## config.mk

```make
export PLATFORM = sky130hd
export DESIGN_NAME = pwm_deadtime_gen_flat
export DESIGN_NICKNAME = d
export VERILOG_FILES = /design/src/rtl/pwm_deadtime_gen_pkg.sv /design/src/rtl/pwm_deadtime_gen_if.sv /design/src/rtl/pwm_deadtime_gen_deadtime_timer.sv /design/src/rtl/pwm_deadtime_gen.sv /design/src/flat_wrapper.sv
export SDC_FILE = /design/constraint.sdc
export NUM_CORES = 1
export LEC_CHECK = 0
export BUFFER_PORTS_ARGS = -buffer_cell sky130_fd_sc_hd__clkbuf_2
export CORE_AREA = 8 8 137 139
export CTS_CLUSTER_DIAMETER = 40
export CTS_CLUSTER_SIZE = 14
export DETAILED_ROUTE_END_ITERATION = 8
export DIE_AREA = 0 0 145 147
export SYNTH_ARGS = -nofsm -noshare
export SYNTH_HDL_FRONTEND = slang
export SYNTH_SLANG_ARGS = --single-unit
export TNS_END_PERCENT = 5
```

## constraint.sdc

```tcl
create_clock -name clk -period 2.56 [get_ports clk]
set_input_delay 0.512 -clock clk [delete_from_list [all_inputs] [get_ports clk]]
set_output_delay 0.512 -clock clk [all_outputs]
set_load 0.05 [all_outputs]
```

## src/rtl/pwm_deadtime_gen_pkg.sv

```systemverilog
// Shared definitions for the PWM dead-time output stage: default widths and
// the compare-stage FSM state encoding.
package pwm_deadtime_gen_pkg;

  localparam int DEFAULT_COUNTER_SIZE = 32;
  localparam int DEFAULT_DT_SIZE      = 8;

  typedef enum logic [2:0] {
    ST_OFF     = 3'd0,
    ST_LOW     = 3'd1,
    ST_DT_RISE = 3'd2,
    ST_HIGH    = 3'd3,
    ST_DT_FALL = 3'd4
  } pwm_state_t;

endpackage

```

## src/rtl/pwm_deadtime_gen_if.sv

```systemverilog
// Counter-side inputs, duty programming and PWM outputs of the dead-time stage.
// The master modport drives the stage, the slave modport is the stage itself.
interface pwm_deadtime_gen_if
  import pwm_deadtime_gen_pkg::*;
#(
  parameter int COUNTER_SIZE = DEFAULT_COUNTER_SIZE,
  parameter int DT_SIZE      = DEFAULT_DT_SIZE
);

  logic                    enable;
  logic [COUNTER_SIZE-1:0] count;
  logic                    overflow;
  logic                    duty_wr;
  logic [COUNTER_SIZE-1:0] duty_in;
  logic [DT_SIZE-1:0]      deadtime;
  logic                    pwm_hi;
  logic                    pwm_lo;
  logic [COUNTER_SIZE-1:0] duty_active;
  logic                    update_done;

  modport master (
    output enable, count, overflow, duty_wr, duty_in, deadtime,
    input  pwm_hi, pwm_lo, duty_active, update_done
  );

  modport slave (
    input  enable, count, overflow, duty_wr, duty_in, deadtime,
    output pwm_hi, pwm_lo, duty_active, update_done
  );

endinterface

```

## src/rtl/pwm_deadtime_gen_deadtime_timer.sv

```systemverilog
// Dead-time down-counter: load on entry to a dead-time state, decrement to
// zero, and flag the last dead cycle when the count reaches 1.
module pwm_deadtime_gen_deadtime_timer #(
  parameter int DT_SIZE = 8
) (
  input  logic               clk,
  input  logic               reset_n,
  input  logic               load,
  input  logic [DT_SIZE-1:0] load_val,
  output logic               expired
);

  logic [DT_SIZE-1:0] cnt;

  always_ff @(posedge clk or negedge reset_n) begin
    if (!reset_n) begin
      cnt <= '0;
    end else if (load) begin
      cnt <= load_val;
    end else if (cnt != '0) begin
      cnt <= cnt - 1'b1;
    end
  end

  assign expired = (cnt == DT_SIZE'(1));

endmodule

```

## src/rtl/pwm_deadtime_gen.sv

```systemverilog
// Complementary PWM output stage with double-buffered duty and programmable
// dead-time, fed by an upstream free-running counter.
//
// state      | meaning
// -----------+-----------------------------------------------
// ST_OFF     | stage disabled, both outputs inactive
// ST_LOW     | low-side driven
// ST_DT_RISE | dead time before turning the high side on
// ST_HIGH    | high-side driven
// ST_DT_FALL | dead time before turning the low side on
module pwm_deadtime_gen
  import pwm_deadtime_gen_pkg::*;
#(
  parameter int COUNTER_SIZE   = DEFAULT_COUNTER_SIZE,
  parameter int DT_SIZE        = DEFAULT_DT_SIZE,
  parameter bit OUT_ACTIVE_LOW = 1'b0
) (
  input logic               clk,
  input logic               reset_n,
  pwm_deadtime_gen_if.slave bus
);

  logic [COUNTER_SIZE-1:0] duty_pending;
  logic [COUNTER_SIZE-1:0] duty_active_q;
  logic                    update_pending;
  logic                    update_done_q;
  logic                    transfer;
  logic                    raw;
  logic                    dt_zero;
  logic                    dt_load;
  logic                    dt_expired;
  logic                    pwm_hi_q;
  logic                    pwm_lo_q;
  pwm_state_t              state;
  pwm_state_t              state_nxt;

  assign transfer = bus.enable && bus.overflow && update_pending;
  assign raw      = (bus.count < duty_active_q);
  assign dt_zero  = (bus.deadtime == '0);

  // A write coinciding with a transfer stays pending; the transfer takes the old value.
  always_ff @(posedge clk or negedge reset_n) begin
    if (!reset_n) begin
      duty_pending   <= '0;
      duty_active_q  <= '0;
      update_pending <= 1'b0;
      update_done_q  <= 1'b0;
    end else begin
      update_done_q <= transfer;
      if (transfer) begin
        duty_active_q <= duty_pending;
      end
      if (bus.duty_wr) begin
        duty_pending   <= bus.duty_in;
        update_pending <= 1'b1;
      end else if (transfer) begin
        update_pending <= 1'b0;
      end
    end
  end

  pwm_deadtime_gen_deadtime_timer #(
    .DT_SIZE (DT_SIZE)
  ) u_deadtime_timer (
    .clk      (clk),
    .reset_n  (reset_n),
    .load     (dt_load),
    .load_val (bus.deadtime),
    .expired  (dt_expired)
  );

  always_ff @(posedge clk or negedge reset_n) begin
    if (!reset_n) begin
      state <= ST_OFF;
    end else begin
      state <= state_nxt;
    end
  end

  always_comb begin
    state_nxt = state;
    dt_load   = 1'b0;
    if (!bus.enable) begin
      state_nxt = ST_OFF;
    end else begin
      case (state)
        ST_OFF: begin
          if (dt_zero) begin
            state_nxt = raw ? ST_HIGH : ST_LOW;
          end else begin
            state_nxt = raw ? ST_DT_RISE : ST_DT_FALL;
            dt_load   = 1'b1;
          end
        end
        ST_LOW: begin
          if (raw) begin
            state_nxt = dt_zero ? ST_HIGH : ST_DT_RISE;
            dt_load   = !dt_zero;
          end
        end
        ST_DT_RISE: begin
          if (!raw) begin
            state_nxt = ST_LOW;
          end else if (dt_expired) begin
            state_nxt = ST_HIGH;
          end
        end
        ST_HIGH: begin
          if (!raw) begin
            state_nxt = dt_zero ? ST_LOW : ST_DT_FALL;
            dt_load   = !dt_zero;
          end
        end
        ST_DT_FALL: begin
          if (raw) begin
            state_nxt = ST_HIGH;
          end else if (dt_expired) begin
            state_nxt = ST_LOW;
          end
        end
        default: state_nxt = ST_OFF;
      endcase
    end
  end

  // Outputs decode the next state so they switch on the same edge as the FSM.
  always_ff @(posedge clk or negedge reset_n) begin
    if (!reset_n) begin
      pwm_hi_q <= OUT_ACTIVE_LOW;
      pwm_lo_q <= OUT_ACTIVE_LOW;
    end else begin
      pwm_hi_q <= (state_nxt == ST_HIGH) ^ OUT_ACTIVE_LOW;
      pwm_lo_q <= (state_nxt == ST_LOW) ^ OUT_ACTIVE_LOW;
    end
  end

  assign bus.pwm_hi      = pwm_hi_q;
  assign bus.pwm_lo      = pwm_lo_q;
  assign bus.duty_active = duty_active_q;
  assign bus.update_done = update_done_q;

endmodule

```

## src/flat_wrapper.sv

```systemverilog
// flat-port wrapper written by rule: the top's interface ports become plain ports
module pwm_deadtime_gen_flat import pwm_deadtime_gen_pkg::*;
#(
  parameter int COUNTER_SIZE   = DEFAULT_COUNTER_SIZE,
  parameter int DT_SIZE        = DEFAULT_DT_SIZE,
  parameter bit OUT_ACTIVE_LOW = 1'b0
)
  (clk, reset_n, bus_enable, bus_count, bus_overflow, bus_duty_wr, bus_duty_in, bus_deadtime, bus_pwm_hi, bus_pwm_lo, bus_duty_active, bus_update_done);
  pwm_deadtime_gen_if #(.COUNTER_SIZE(COUNTER_SIZE), .DT_SIZE(DT_SIZE)) bus_i ();
  input logic clk;
  input logic reset_n;
  input wire logic [$bits(bus_i.enable)-1:0] bus_enable;
  input wire logic [$bits(bus_i.count)-1:0] bus_count;
  input wire logic [$bits(bus_i.overflow)-1:0] bus_overflow;
  input wire logic [$bits(bus_i.duty_wr)-1:0] bus_duty_wr;
  input wire logic [$bits(bus_i.duty_in)-1:0] bus_duty_in;
  input wire logic [$bits(bus_i.deadtime)-1:0] bus_deadtime;
  output wire logic [$bits(bus_i.pwm_hi)-1:0] bus_pwm_hi;
  output wire logic [$bits(bus_i.pwm_lo)-1:0] bus_pwm_lo;
  output wire logic [$bits(bus_i.duty_active)-1:0] bus_duty_active;
  output wire logic [$bits(bus_i.update_done)-1:0] bus_update_done;
  assign bus_i.enable = bus_enable;
  assign bus_i.count = bus_count;
  assign bus_i.overflow = bus_overflow;
  assign bus_i.duty_wr = bus_duty_wr;
  assign bus_i.duty_in = bus_duty_in;
  assign bus_i.deadtime = bus_deadtime;
  assign bus_pwm_hi = bus_i.pwm_hi;
  assign bus_pwm_lo = bus_i.pwm_lo;
  assign bus_duty_active = bus_i.duty_active;
  assign bus_update_done = bus_i.update_done;
  pwm_deadtime_gen #(.COUNTER_SIZE(COUNTER_SIZE), .DT_SIZE(DT_SIZE), .OUT_ACTIVE_LOW(OUT_ACTIVE_LOW)) u_core (.clk(clk), .reset_n(reset_n), .bus(bus_i));
endmodule
```

==> results.md, run 1 <==
* Outcome: finished, violations left
* Failing checks: setup timing
* Worst slew pin tran at around 0.62 ns
* Grt ovf at 0
* Hpwl dp at around 8100 um
* Yosys top cell by area: dfrtp_1
* Skew final at just over 0.009 ns
* Final setup violation count at 1
* Commonest cells after routing, fill and taps aside: clkbuf_2 (110), dfrtp_1 (72), mux2_2 (64)
* WP data required at 2.77 ns
* Synth cell types at 39
* Ports at between 100 and 150
* Rel. slew slack at 0.589
* Internal power at between 3 and 4 mW
* Final core occ at 0.323
* Switching Fraction at 0.353
* Min Tclk post-route at roughly 2.6 ns
* Synth area leaders: dfrtp_1 (49%), mux2_2 (18%), ha_1 (10%), inv_1 (3.7%), mux2_4 (2.2%)
* Syn nets at about 450
* Buffers & Inverters on Critical Path at 2
* Leakage Power at approximately 2.6 nW
* Largest delay share family, worst path: compound AO/OA/AOI/OAI gates
* Power after layout at 4.95 mW
* Clock slew at reported path FFs at ~0.06 ns
* Pin count of the biggest net entering global routing at 47
* Hold-fix buffers at CTS at 0
* Path type of the worst min-delay path: input pin to async pin
* Non-filler cells, final at roughly 700
* PwrDens at around 920 nW/um^2
* Slowest cell on crit path: dfrtp_2
* Layout net count at 578
* Fill cells at between 1.5k and 2k
* Routability cong. at ~0.81
* Final worst slack at -0.00690 ns
* Port Buffers at 111
* Commonest non-fill, non-tap cell in the layout: clkbuf_2
* Drt pass-1 iters at 6
* Root buf cell: clkbuf_16
* Critical Path AT at roughly 2.8 ns
* Worst R2R Path Depth at 10
* Vias per cell at approximately 4.3
* Seq/Total Area, Yosys at 0.488
* Final slew viol count at 0
* CTS tree: done
* Post-synth top flop: dfrtp_1
* Row cnt at 48
* Clk_lat worst skew at between 0.3 and 0.4 ns
* Worst setup path category: flip-flop to flip-flop
* Die ar. at 21300 um^2
* H-tree depth at 3
* Ys async rst share at 1.00
* Synth Register Bits at 79
* WL final at 10200 um
* Area occupied by multi-input gates at 1940 um^2
* Reg power frac at 0.348
* Placed cells at a little under 700
* Total CTS buffers at 9
* DRT antenna net count at 0
* Clock buffer depth at 2
* R2R setup slack at -0.007 ns
* Effective utilization at floorplan at 0.242
* Vias in the first global route at between 3k and 4k
* Max VDD drop at between 0.0003 and 0.0004 V
* Worst-path cell chain: inv_2, ha_4, and2_4, a221oi_2, o21ai_2, a211o_1, a31oi_4, mux2i_4, buf_12, mux2_4
* Share of cells above drive strength 1 at 0.506
* Synthesized area per cell at 12.0 um^2
* Hold slack at 0.195 ns
* Vias at approximately 3.0k
* Max Clk Rate at a little under 400 MHz
* Die Ht at roughly 150 um
* Final Hold Viols at 0
* R2R Path Start: u_core.bus.duty_active[7]$_DFFE_PN0P_
* Drt initial violations at 102
* Comb pwr share at 0.358
* Area delta synth->final at 33.5%
* Global Route Usage Sum at 0.100
* Wire length per cell at 14.6 um
* Storage element area at a little under 2000 um^2
* Diode count at 0
* Final Cycle Share at 1.00
* Die width at roughly 150 um
* Switching pwr at between 1.5 and 2 mW
* Synth Instances at between 300 and 400
* Global-route wire length before repair at about 17000 um
* RSZ-0062 raised after global routing: true
* CTS sink count at a little under 80
* Synth Warn # at 0
* Crit path launch type: flip-flop
* CP Capture Type: flip-flop
* Clock network fraction of design power at 0.294
* Antenna violations before repair at 0
* Drt drc at 0
* Core ar. at ~17000 um^2
* Post-CTS setup buffer count at 0
* Reg2reg end: u_core.u_deadtime_timer.cnt[0]$_DFFE_PN0P_
* Max Cap Viol at 0
* Syn Std Cell Area at about 4000 um^2
* EDFF count, synth at 0
* Crit path largest cell delay at ~0.4 ns
* Worst-path maximum fanout at 8
* Synth top area share at 0.488
* Worst slack, placed at -0.313 ns
[power by group through the flow]
stage / sequential, mW / combinational [mW] / clock (mW)
4_1_cts: 1.72 / 1.80 / 1.51
3_5_place_dp: 1.74 / 1.77 / 0
5_1_grt: 1.76 / 1.94 / 1.57
2_1_floorplan: 2.13 / 0.844 / 0
3_3_place_gp: 1.73 / 1.72 / 0
6_report: 1.72 / 1.77 / 1.46
[cell type report]
cell class / count / area share
clock buffers: 11 / 0.0449
well taps: 225 / 0.0521
flip-flops and latches: 79 / 0.367
inverters: 40 / 0.0278
repair buffers: 129 / 0.131
multi-input cells: 209 / 0.360
clock inverters: 4 / 0.0176
[through the flow]
| step | setup TNS [ns] | instance area [um^2] |
|---|---|---|
| after floorplan | -0.715 | 4070 |
| after global placement | -1.58 | 5010 |
| after detailed placement | -2.06 | 5010 |
| after CTS | -0.261 | 5390 |
| after global routing | -1.02 | 5410 |
| final | -0.00690 | 5410 |
[how the worst max path moves through the flow]
| stage | from | endpoint | slack, ns | depth (start not counted) |
|---|---|---|---|---|
| after floorplan | u_core.bus.duty_active[2]$_DFFE_PN0P_ | u_core.u_deadtime_timer.cnt[0]$_DFFE_PN0P_ | -0.12 | 9 |
| after global placement | bus_count[2] | u_core.u_deadtime_timer.cnt[7]$_DFFE_PN0P_ | -0.25 | 10 |
| after detailed placement | bus_count[2] | u_core.u_deadtime_timer.cnt[0]$_DFFE_PN0P_ | -0.31 | 10 |
| after CTS | u_core.bus.duty_active[7]$_DFFE_PN0P_ | u_core.u_deadtime_timer.cnt[0]$_DFFE_PN0P_ | -0.05 | 10 |
| after global routing | u_core.bus.duty_active[5]$_DFFE_PN0P_ | u_core.u_deadtime_timer.cnt[0]$_DFFE_PN0P_ | -0.18 | 10 |
| final | u_core.bus.duty_active[7]$_DFFE_PN0P_ | u_core.u_deadtime_timer.cnt[0]$_DFFE_PN0P_ | -0.007 | 10 |
[cell usage after synthesis (all sizes together) (2+ instances only)]
| library cell | count |
|---|---|
| a21oi | 16 |
| o21ai | 11 |
| nor2 | 10 |
| inv | 40 |
| ha | 33 |
| mux2i | 2 |
| clkbuf | 8 |
| a21o | 3 |
| nand2 | 15 |
| mux2 | 70 |
| nand3 | 8 |
| nor4 | 4 |
| dfrtp | 79 |
| nor3 | 4 |
| and3 | 2 |
| a31oi | 4 |
| a211o | 2 |
| nor3b | 2 |
| or2b | 2 |
| buf | 2 |
| nand4 | 7 |
| xnor2 | 5 |
[flip-flops by register name (all words and copies together) (netlist names)]
signal,cells
u_core.u_deadtime_timer.cnt,8
u_core.bus.pwm_hi,1
u_core.bus.update_done,1
u_core.duty_pending,32
u_core.update_pending,1
u_core.bus.pwm_lo,1
u_core.state,3
u_core.bus.duty_active,32
[cells by family after synthesis]
family          after synthesis  synth area share
compound gates               44            0.0707
xor+xnor                      5            0.0108
fa+ha+maj                    33             0.102
buf+inv                      50            0.0491
flops                        79             0.488
mux                          72             0.208
simple gates                 55            0.0711
[metal layers]
layer / GRT usage / vias to the layer above / share of wire
li1: - / 1440 / -
met1: 0.112 / 1463 / 0.43
met2: 0.171 / 70 / 0.49
met3: 0.0388 / 10 / 0.059
met4: 0.0368 / 0 / 0.013
met5: 0 / - / 0
[what timing repair did]
action,CTS,global route
gates resized for setup,8,3
setup endpoints to repair,6,8
hold endpoints to repair,0,0
No activity file was read; power rests on OpenSTA's default activity.
==> run 2: changes to the inputs <==
--- a/config.mk
+++ b/config.mk
@@ -7,6 +7,7 @@
 export LEC_CHECK = 0
 export BUFFER_PORTS_ARGS = -buffer_cell sky130_fd_sc_hd__clkbuf_2
 export CORE_AREA = 8 8 137 139
+export CTS_BUF_LIST = sky130_fd_sc_hd__clkbuf_8 sky130_fd_sc_hd__clkbuf_16
 export CTS_CLUSTER_DIAMETER = 40
 export CTS_CLUSTER_SIZE = 14
 export DETAILED_ROUTE_END_ITERATION = 8
==> run 2 against run 1 <==
The flow still finishes with violations (setup timing). Critical path depth did not move. Hold slack barely moved. Sequential share of layout area did not move. Non-clock buffer count did not move. Power barely moved. Global-route usage did not move. Final area did not move. Highest routed layer unchanged.
==> results.md, run 2 (synthesis gave the netlist of run 1 again) <==
* Post-CTS setup buffer count at 0 (unchanged)
* Fill cells at 1717 (unchanged)
* Effective utilization at floorplan at 0.242 (unchanged)
* Placed cells at 682 (unchanged)
* Max VDD drop at 0.000381 V (about the same)
* End point of the critical path: u_core.u_deadtime_timer.cnt[0]$_DFFE_PN0P_
* Vias at 2985 (+0.067%)
* Share of cells above drive strength 1 at 0.506 (unchanged)
* Rel. slew slack at 0.589 (unchanged)
* R2R setup slack at -0.006 ns (about the same)
* Critical Path AT at 2.78 ns (about the same)
* Final worst slack at -0.00635 ns (+0.000551 ns)
* R2R Path Start: u_core.bus.duty_active[7]$_DFFE_PN0P_
* Total CTS buffers at 9 (unchanged)
* DRT antenna net count at 0 (unchanged)
* Max Clk Rate at 390 MHz (about the same)
* Routability cong. at 0.806 (unchanged)
* Port Buffers at 111 (unchanged)
* CTS tree: done
* WP data required at 2.77 ns (about the same)
* Commonest non-fill, non-tap cell in the layout: clkbuf_2
* H-tree depth at 3 (unchanged)
* Buffers & Inverters on Critical Path at 2 (unchanged)
* Area delta synth->final at 33.5% (unchanged)
* Die width at 145 um (unchanged)
* CP startpoint: u_core.bus.duty_active[7]$_DFFE_PN0P_
* Crit path launch type: flip-flop
* Final slew viol count at 0 (unchanged)
* Slowest cell on crit path: dfrtp_2
* Drt drc at 0 (unchanged)
* Final Cycle Share at 1.00 (about the same)
* Skew final at 0.00931 ns (-0.0000288 ns)
* Storage element area at 1990 um^2 (unchanged)
* Worst setup path category: flip-flop to flip-flop
* Commonest cells after routing, fill and taps aside: clkbuf_2 (110), dfrtp_1 (72), mux2_2 (64)
* Root buf cell: clkbuf_16
* Diode count at 0 (unchanged)
* Vias in the first global route at 3410 (unchanged)
* Hold slack at 0.196 ns (+0.000413 ns)
* Grt ovf at 0 (unchanged)
* Non-filler cells, final at 697 (unchanged)
* Clk_lat worst skew at 0.33 ns (about the same)
* Reg2reg end: u_core.u_deadtime_timer.cnt[0]$_DFFE_PN0P_
* Area occupied by multi-input gates at 1940 um^2 (unchanged)
* Die Ht at 147 um (unchanged)
* CTS sink count at 79 (unchanged)
* Setup tns final at -0.00635 ns (+0.000551 ns)
* Ports at 112 (unchanged)
* Vias per cell at 4.28 (about the same)
* Global Route Usage Sum at 0.100 (unchanged)
* Global-route wire length before repair at 17100 um (unchanged)
* Row cnt at 48 (unchanged)
* Wire length per cell at 14.6 um (about the same)
* Critical path depth in cells at 10 (unchanged)
* Final setup violation count at 1 (unchanged)
* PwrDens at 915 nW/um^2 (about the same)
* Hpwl dp at 8150 um (unchanged)
* Clock slew at reported path FFs at 0.06 ns (about the same)
* Worst R2R Path Depth at 10 (unchanged)
* Layout net count at 578 (unchanged)
* Max Cap Viol at 0 (unchanged)
* Worst-path cell chain: inv_2, ha_4, and2_4, a221oi_2, o21ai_2, a211o_1, a31oi_4, mux2i_4, buf_12, mux2_4
* Leakage Power at 2.65 nW (+0.16%)
* Final Hold Viols at 0 (unchanged)
* Die ar. at 21300 um^2 (unchanged)
* Failing checks: setup timing
* Largest delay share family, worst path: compound AO/OA/AOI/OAI gates
* Pin count of the biggest net entering global routing at 47 (unchanged)
* Worst-path maximum fanout at 8 (unchanged)
* Drt initial violations at 102 (unchanged)
* Crit path largest cell delay at 0.41 ns (about the same)
* RSZ-0062 raised after global routing: true
* Drt pass-1 iters at 6 (unchanged)
* Core ar. at 16800 um^2 (unchanged)
* Clock buffer depth at 2 (unchanged)
* WL final at 10200 um (about the same)
* Min Tclk post-route at 2.57 ns (-0.000551 ns)
* Outcome: finished, violations left
* Worst slew pin tran at 0.617 ns (unchanged)
* Antenna violations before repair at 0 (unchanged)
* CP Capture Type: flip-flop
* Path type of the worst min-delay path: input pin to async pin
* Hold-fix buffers at CTS at 0 (unchanged)
run 2: layer usage:
| layer | share of wire | track usage | routed length [um] | up-vias |
|---|---|---|---|---|
| met2 | 0.49 | 0.171 | 5050 | 70 |
| met5 | 0 | 0 | 0 | - |
| li1 | - | - | - | 1439 |
| met4 | 0.012 | 0.0368 | 119 | 0 |
| met3 | 0.059 | 0.0388 | 598 | 7 |
| met1 | 0.43 | 0.112 | 4430 | 1469 |
run 2: what timing repair did:
item / 4_1_cts / 5_1_grt
endpoints found under the hold margin: 0 / 0
resized for setup: 8 / 3
pin swaps: 0 / 0
setup endpoints to repair: 6 / 8
run 2: power breakdown:
group          switching [mW]  internal [mW]
Sequential              0.212           1.51
Clock                   0.484          0.968
Combinational            1.05          0.720
Total                    1.75           3.20
run 2: layout make-up:
type                    count  area share
flip-flops and latches     79       0.367
multi-input cells         209       0.360
repair buffers            129       0.131
well taps                 225      0.0521
clock buffers              10      0.0442
inverters                  40      0.0278
clock inverters             5      0.0183
run 2: how the worst min path moves through the flow:
| stage | from | to | slack (ns) | cells past startpoint |
|---|---|---|---|---|
| 6_report | reset_n | u_core.duty_pending[15]$_DFFE_PN0P_ | 0.20 | 1 |
| 5_1_grt | reset_n | u_core.bus.duty_active[7]$_DFFE_PN0P_ | 0.24 | 1 |
| 4_1_cts | reset_n | u_core.duty_pending[15]$_DFFE_PN0P_ | 0.21 | 1 |
| 3_5_place_dp | u_core.update_pending$_DFFE_PN0P_ | u_core.update_pending$_DFFE_PN0P_ | 0.49 | 1 |
| 3_3_place_gp | u_core.duty_pending[14]$_DFFE_PN0P_ | u_core.bus.duty_active[14]$_DFFE_PN0P_ | 0.48 | 1 |
| 2_1_floorplan | reset_n | u_core.bus.duty_active[0]$_DFFE_PN0P_ | 0.22 | 0 |
run 2: worst reg2reg max path, delay by kind of cell (launching register included):
kind	cells	cell delay [ns]
mux	2	0.58
flops	1	0.41
buf+inv	2	0.22
compound gates	4	0.88
simple gates	1	0.16
fa+ha+maj	1	0.20
run 2: through the flow:
stage	power, mW	worst slack (ns)	area, um^2	utilization
after global routing	5.27	-0.177	5410	0.323
after global placement	3.44	-0.247	5010	0.299
final	4.94	-0.00635	5410	0.323
after floorplan	2.98	-0.119	4070	-
after CTS	5.03	-0.0532	5390	0.322
after detailed placement	3.51	-0.313	5010	0.299
==> run 3: changes to the inputs <==
--- a/config.mk
+++ b/config.mk
@@ -5,13 +5,15 @@
 export SDC_FILE = /design/constraint.sdc
 export NUM_CORES = 1
 export LEC_CHECK = 0
+export ABC_AREA = 1
 export BUFFER_PORTS_ARGS = -buffer_cell sky130_fd_sc_hd__clkbuf_2
-export CORE_AREA = 8 8 137 139
+export CORE_AREA = 8 8 138 140
 export CTS_BUF_LIST = sky130_fd_sc_hd__clkbuf_8 sky130_fd_sc_hd__clkbuf_16
 export CTS_CLUSTER_DIAMETER = 40
 export CTS_CLUSTER_SIZE = 14
 export DETAILED_ROUTE_END_ITERATION = 8
-export DIE_AREA = 0 0 145 147
+export DIE_AREA = 0 0 146 148
+export SKIP_CTS_REPAIR_TIMING = 1
 export SYNTH_ARGS = -nofsm -noshare
 export SYNTH_HDL_FRONTEND = slang
 export SYNTH_SLANG_ARGS = --single-unit
==> run 3 against run 2 <==
The flow now finishes without violations. Area after synthesis grew 1.9%. Global-route usage rose by 0.17 points. Non-clock buffer count fell by 12. Hold slack lost 0.13 ns. First-iteration DRC count grew 53%. Combinational power fell by 21%. Maximum frequency increased by 17%. Utilization shrank 1.1 points. Critical path depth rose by 3. Highest routed layer unchanged.
==> results.md, run 3 <==
* Met2 GRT Util at 0.175 (+0.00432)
* Die ar. at 21600 um^2 (+1.4%)
* R2R Path Start: u_core.bus.duty_active[31]$_DFFE_PN0P_
* Area delta synth->final at 27.7%
* CTS sink count at 79 (unchanged)
* Main combinational cell family by area after synthesis: simple AND/OR/NAND/NOR gates
* Global-route wire length before repair at 17400 um (+1.7%)
* Hpwl dp at 8310 um (+2.0%)
* RSZ-0062 raised after global routing: false
* Setup tns final at 0 ns (+0.00635 ns)
* Switching pwr at 1.63 mW (-6.9%)
* Synth Warn # at 0 (unchanged)
* Met1 GRT Util at 0.120 (+0.00871)
* Synth Instances at 493 (+46%)
* Synthesized area per cell at 8.38 um^2 (-30%)
* EDFF count, synth at 0 (unchanged)
* Synth top area share at 0.479 (-0.00932)
* Seq/Total Area, Yosys at 0.479 (-0.00932)
* Final setup violation count at 0 (-1)
* Worst slew pin tran at 0.415 ns (-0.201 ns)
* Vias in the first global route at 3397 (-0.38%)
* Vias per cell at 3.99 (-6.9%)
* Port Buffers at 111 (unchanged)
* Synth cell types at 29 (-26%)
* Min Tclk post-route at 2.19 ns (-0.376 ns)
* Ys async rst share at 1.00 (unchanged)
* Pin count of the biggest net entering global routing at 41 (-13%)
* Fill cells at 1816 (+5.8%)
* Commonest cells after routing, fill and taps aside: nand2_1 (110), clkbuf_2 (110), inv_1 (96)
* Worst R2R Path Depth at 13 (+3)
* Synth area leaders: dfrtp_1 (48%), ha_1 (10%), nand2_1 (10%), o21ai_0 (8.7%), inv_1 (8.5%)
* Global Route Usage Sum at 0.102 (+0.00166)
* Power after layout at 4.31 mW (-13%)
* Diode count at 0 (unchanged)
* Drt initial violations at 156 (+53%)
* Comb pwr share at 0.323 (-0.035)
* Worst-path cell chain: inv_1, ha_1, nand2_2, nor2_4, nand4_4, a21oi_1, nor2_2, nand4_1, nand3_4, nand2_4, nand2_2, nor2_1, nor2_1
* Reg power frac at 0.377 (+0.029)
* WL final at 10500 um (+2.7%)
* Post-Synth XOR/XNOR Area at 0.0127 (+0.00191)
* Worst-path maximum fanout at 10 (+2)
* GRT busiest layer: met2
* Rel. slew slack at 0.721 (+0.132)
* Reg2reg end: u_core.u_deadtime_timer.cnt[1]$_DFFE_PN0P_
* Post-synthesis compound-gate area fraction at 0.121 (+0.0499)
* Drt drc at 0 (unchanged)
* Max VDD drop at 0.000315 V (-17%)
* Most frequent cell after synthesis: nand2_1
* Internal power at 2.69 mW (-16%)
* Final Cycle Share at 0.855 (-0.147)
* Share of cells above drive strength 1 at 0.237 (-0.269)
* Critical Path AT at 2.42 ns (-0.36 ns)
* CTS tree: done
* Antenna violations before repair at 0 (unchanged)
* Routability cong. at 0.788 (-2.3%)
* Slowest cell on crit path: dfrtp_1
* Post-synth top flop: dfrtp_1
* Syn Std Cell Area at 4130 um^2 (+1.9%)
* Die width at 146 um (+0.69%)
* R2R setup slack at 0.37 ns (+0.38 ns)
* Layout net count at 716 (+24%)
* Adder-cell area share of the yosys netlist at 0.100 (-0.00195)
* Crit path launch type: flip-flop
* Syn nets at 603 (+35%)
* Worst setup path category: flip-flop to flip-flop
* Row cnt at 48 (unchanged)
* WP data required at 2.79 ns (+0.02 ns)
* DRT antenna net count at 0 (unchanged)
* Path type of the worst min-delay path: input pin to async pin
* Vias at 3334 (+12%)
* Switching Fraction at 0.377 (+0.0237)
* Clock slew at reported path FFs at 0.06 ns (about the same)
* Met3 Use GR at 0.0278 (-0.0109)
* Core ar. at 16900 um^2 (+1.1%)
* Grt ovf at 0 (unchanged)
* Final slew viol count at 0 (unchanged)
* Ports at 112 (unchanged)
* Clock buffer depth at 2 (unchanged)
* Yosys top cell by area: dfrtp_1
* H-tree depth at 3 (unchanged)
* Root buf cell: clkbuf_16
* CP Capture Type: flip-flop
* Final Hold Viols at 0 (unchanged)
* Clock network fraction of design power at 0.300 (+0.006)
* Total CTS buffers at 9 (unchanged)
* Drt pass-1 iters at 4 (-2)
* Crit path largest cell delay at 0.42 ns (about the same)
* Max Cap Viol at 0 (unchanged)
* Clk_lat worst skew at 0.34 ns (about the same)
* Effective utilization at floorplan at 0.244 (+0.00208)
* Skew final at 0.00907 ns (-0.000238 ns)
* Multiplexer share of the synthesized area at 0 (-0.208)
* Die Ht at 148 um (+0.68%)
* Leakage Power at 2.85 nW (+7.3%)
* Fraction of the mapped netlist area in simple logic gates at 0.187 (+0.116)
* Max Clk Rate at 457 MHz (+17%)
* Wire length per cell at 12.5 um (-14%)
* Outcome: finished, final reports clean
* PwrDens at 818 nW/um^2 (-11%)
* Synth Register Bits at 79 (unchanged)
* Most frequent cells after synthesis: nand2_1 (110), inv_1 (94), dfrtp_1 (79)
-- run 3: cell count changes after synthesis, moves of 4 or more --
cell,change
clkbuf_1,+6
inv_1,+54
mux2_2,-64
mux2_4,-6
nand2_1,+95
nand3b_1,+4
nor2_1,+11
nor3_1,+5
o21ai_0,+65
xnor2_1,-4
xor2_1,+5
-- run 3: how the worst max path moves through the flow --
stage / startpoint / endpoint / cells after the start
detailed placement: bus_count[19] / u_core.u_deadtime_timer.cnt[2]$_DFFE_PN0P_ / 15
finish: u_core.bus.duty_active[31]$_DFFE_PN0P_ / u_core.u_deadtime_timer.cnt[1]$_DFFE_PN0P_ / 13
floorplan: u_core.bus.duty_active[25]$_DFFE_PN0P_ / u_core.u_deadtime_timer.cnt[2]$_DFFE_PN0P_ / 14
CTS: u_core.bus.duty_active[31]$_DFFE_PN0P_ / u_core.u_deadtime_timer.cnt[2]$_DFFE_PN0P_ / 15
global route: u_core.bus.duty_active[31]$_DFFE_PN0P_ / u_core.u_deadtime_timer.cnt[1]$_DFFE_PN0P_ / 13
global placement: bus_count[19] / u_core.u_deadtime_timer.cnt[2]$_DFFE_PN0P_ / 15
-- run 3: critical path, delay by kind of cell, from the launching register on --
family / cells / cell delay (ns)
buf+inv: 1 / 0.09
fa+ha+maj: 1 / 0.31
compound gates: 1 / 0.19
flops: 1 / 0.42
simple gates: 10 / 1.08
-- run 3: final cells by class --
type | instances | area, um^2 | area share
clock buffer | 10 | 239 | 0.0453
clock inverter | 6 | 61.3 | 0.0116
inverter | 96 | 360 | 0.0683
multi-input combinational | 303 | 1740 | 0.330
sequential | 79 | 1980 | 0.375
tap | 225 | 282 | 0.0534
timing repair buffer | 117 | 616 | 0.117
-- run 3: cell families after synthesis --
group,count (synthesis)
buffers and inverters,111
xor gates and xnor gates,6
AOI/OAI and AO/OA,97
DFF,79
and+or+nand+nor,167
adders and majority gates,33
-- run 3: metal layers --
layer,vias to the layer above,wire length (um)
met5,-,0
li1,1777,-
met3,12,411
met4,0,138
met1,1488,4730
met2,57,5190
-- run 3: power by group through the flow --
| stage | registers, mW | logic (mW) | clock network (mW) |
|---|---|---|---|
| after floorplan | 1.94 | 0.716 | 0 |
| after global placement | 1.65 | 1.39 | 0 |
| after detailed placement | 1.65 | 1.41 | 0 |
| after CTS | 1.63 | 1.42 | 1.35 |
| after global routing | 1.66 | 1.59 | 1.39 |
| final | 1.62 | 1.39 | 1.30 |
-- run 3: per-stage QoR --
stage / hold slack (ns) / cell area [um^2] / utilization / cells / worst slack, ns
CTS: 0.0608 / 5270 / 0.311 / 836 / 0.308
finish: 0.0634 / 5270 / 0.311 / 836 / 0.370
floorplan: 0.216 / 4130 / - / 493 / 0.328
global route: 0.0802 / 5270 / 0.311 / 836 / 0.0859
global placement: 0.433 / 4970 / 0.294 / 820 / 0.204
detailed placement: 0.435 / 4970 / 0.294 / 820 / 0.196
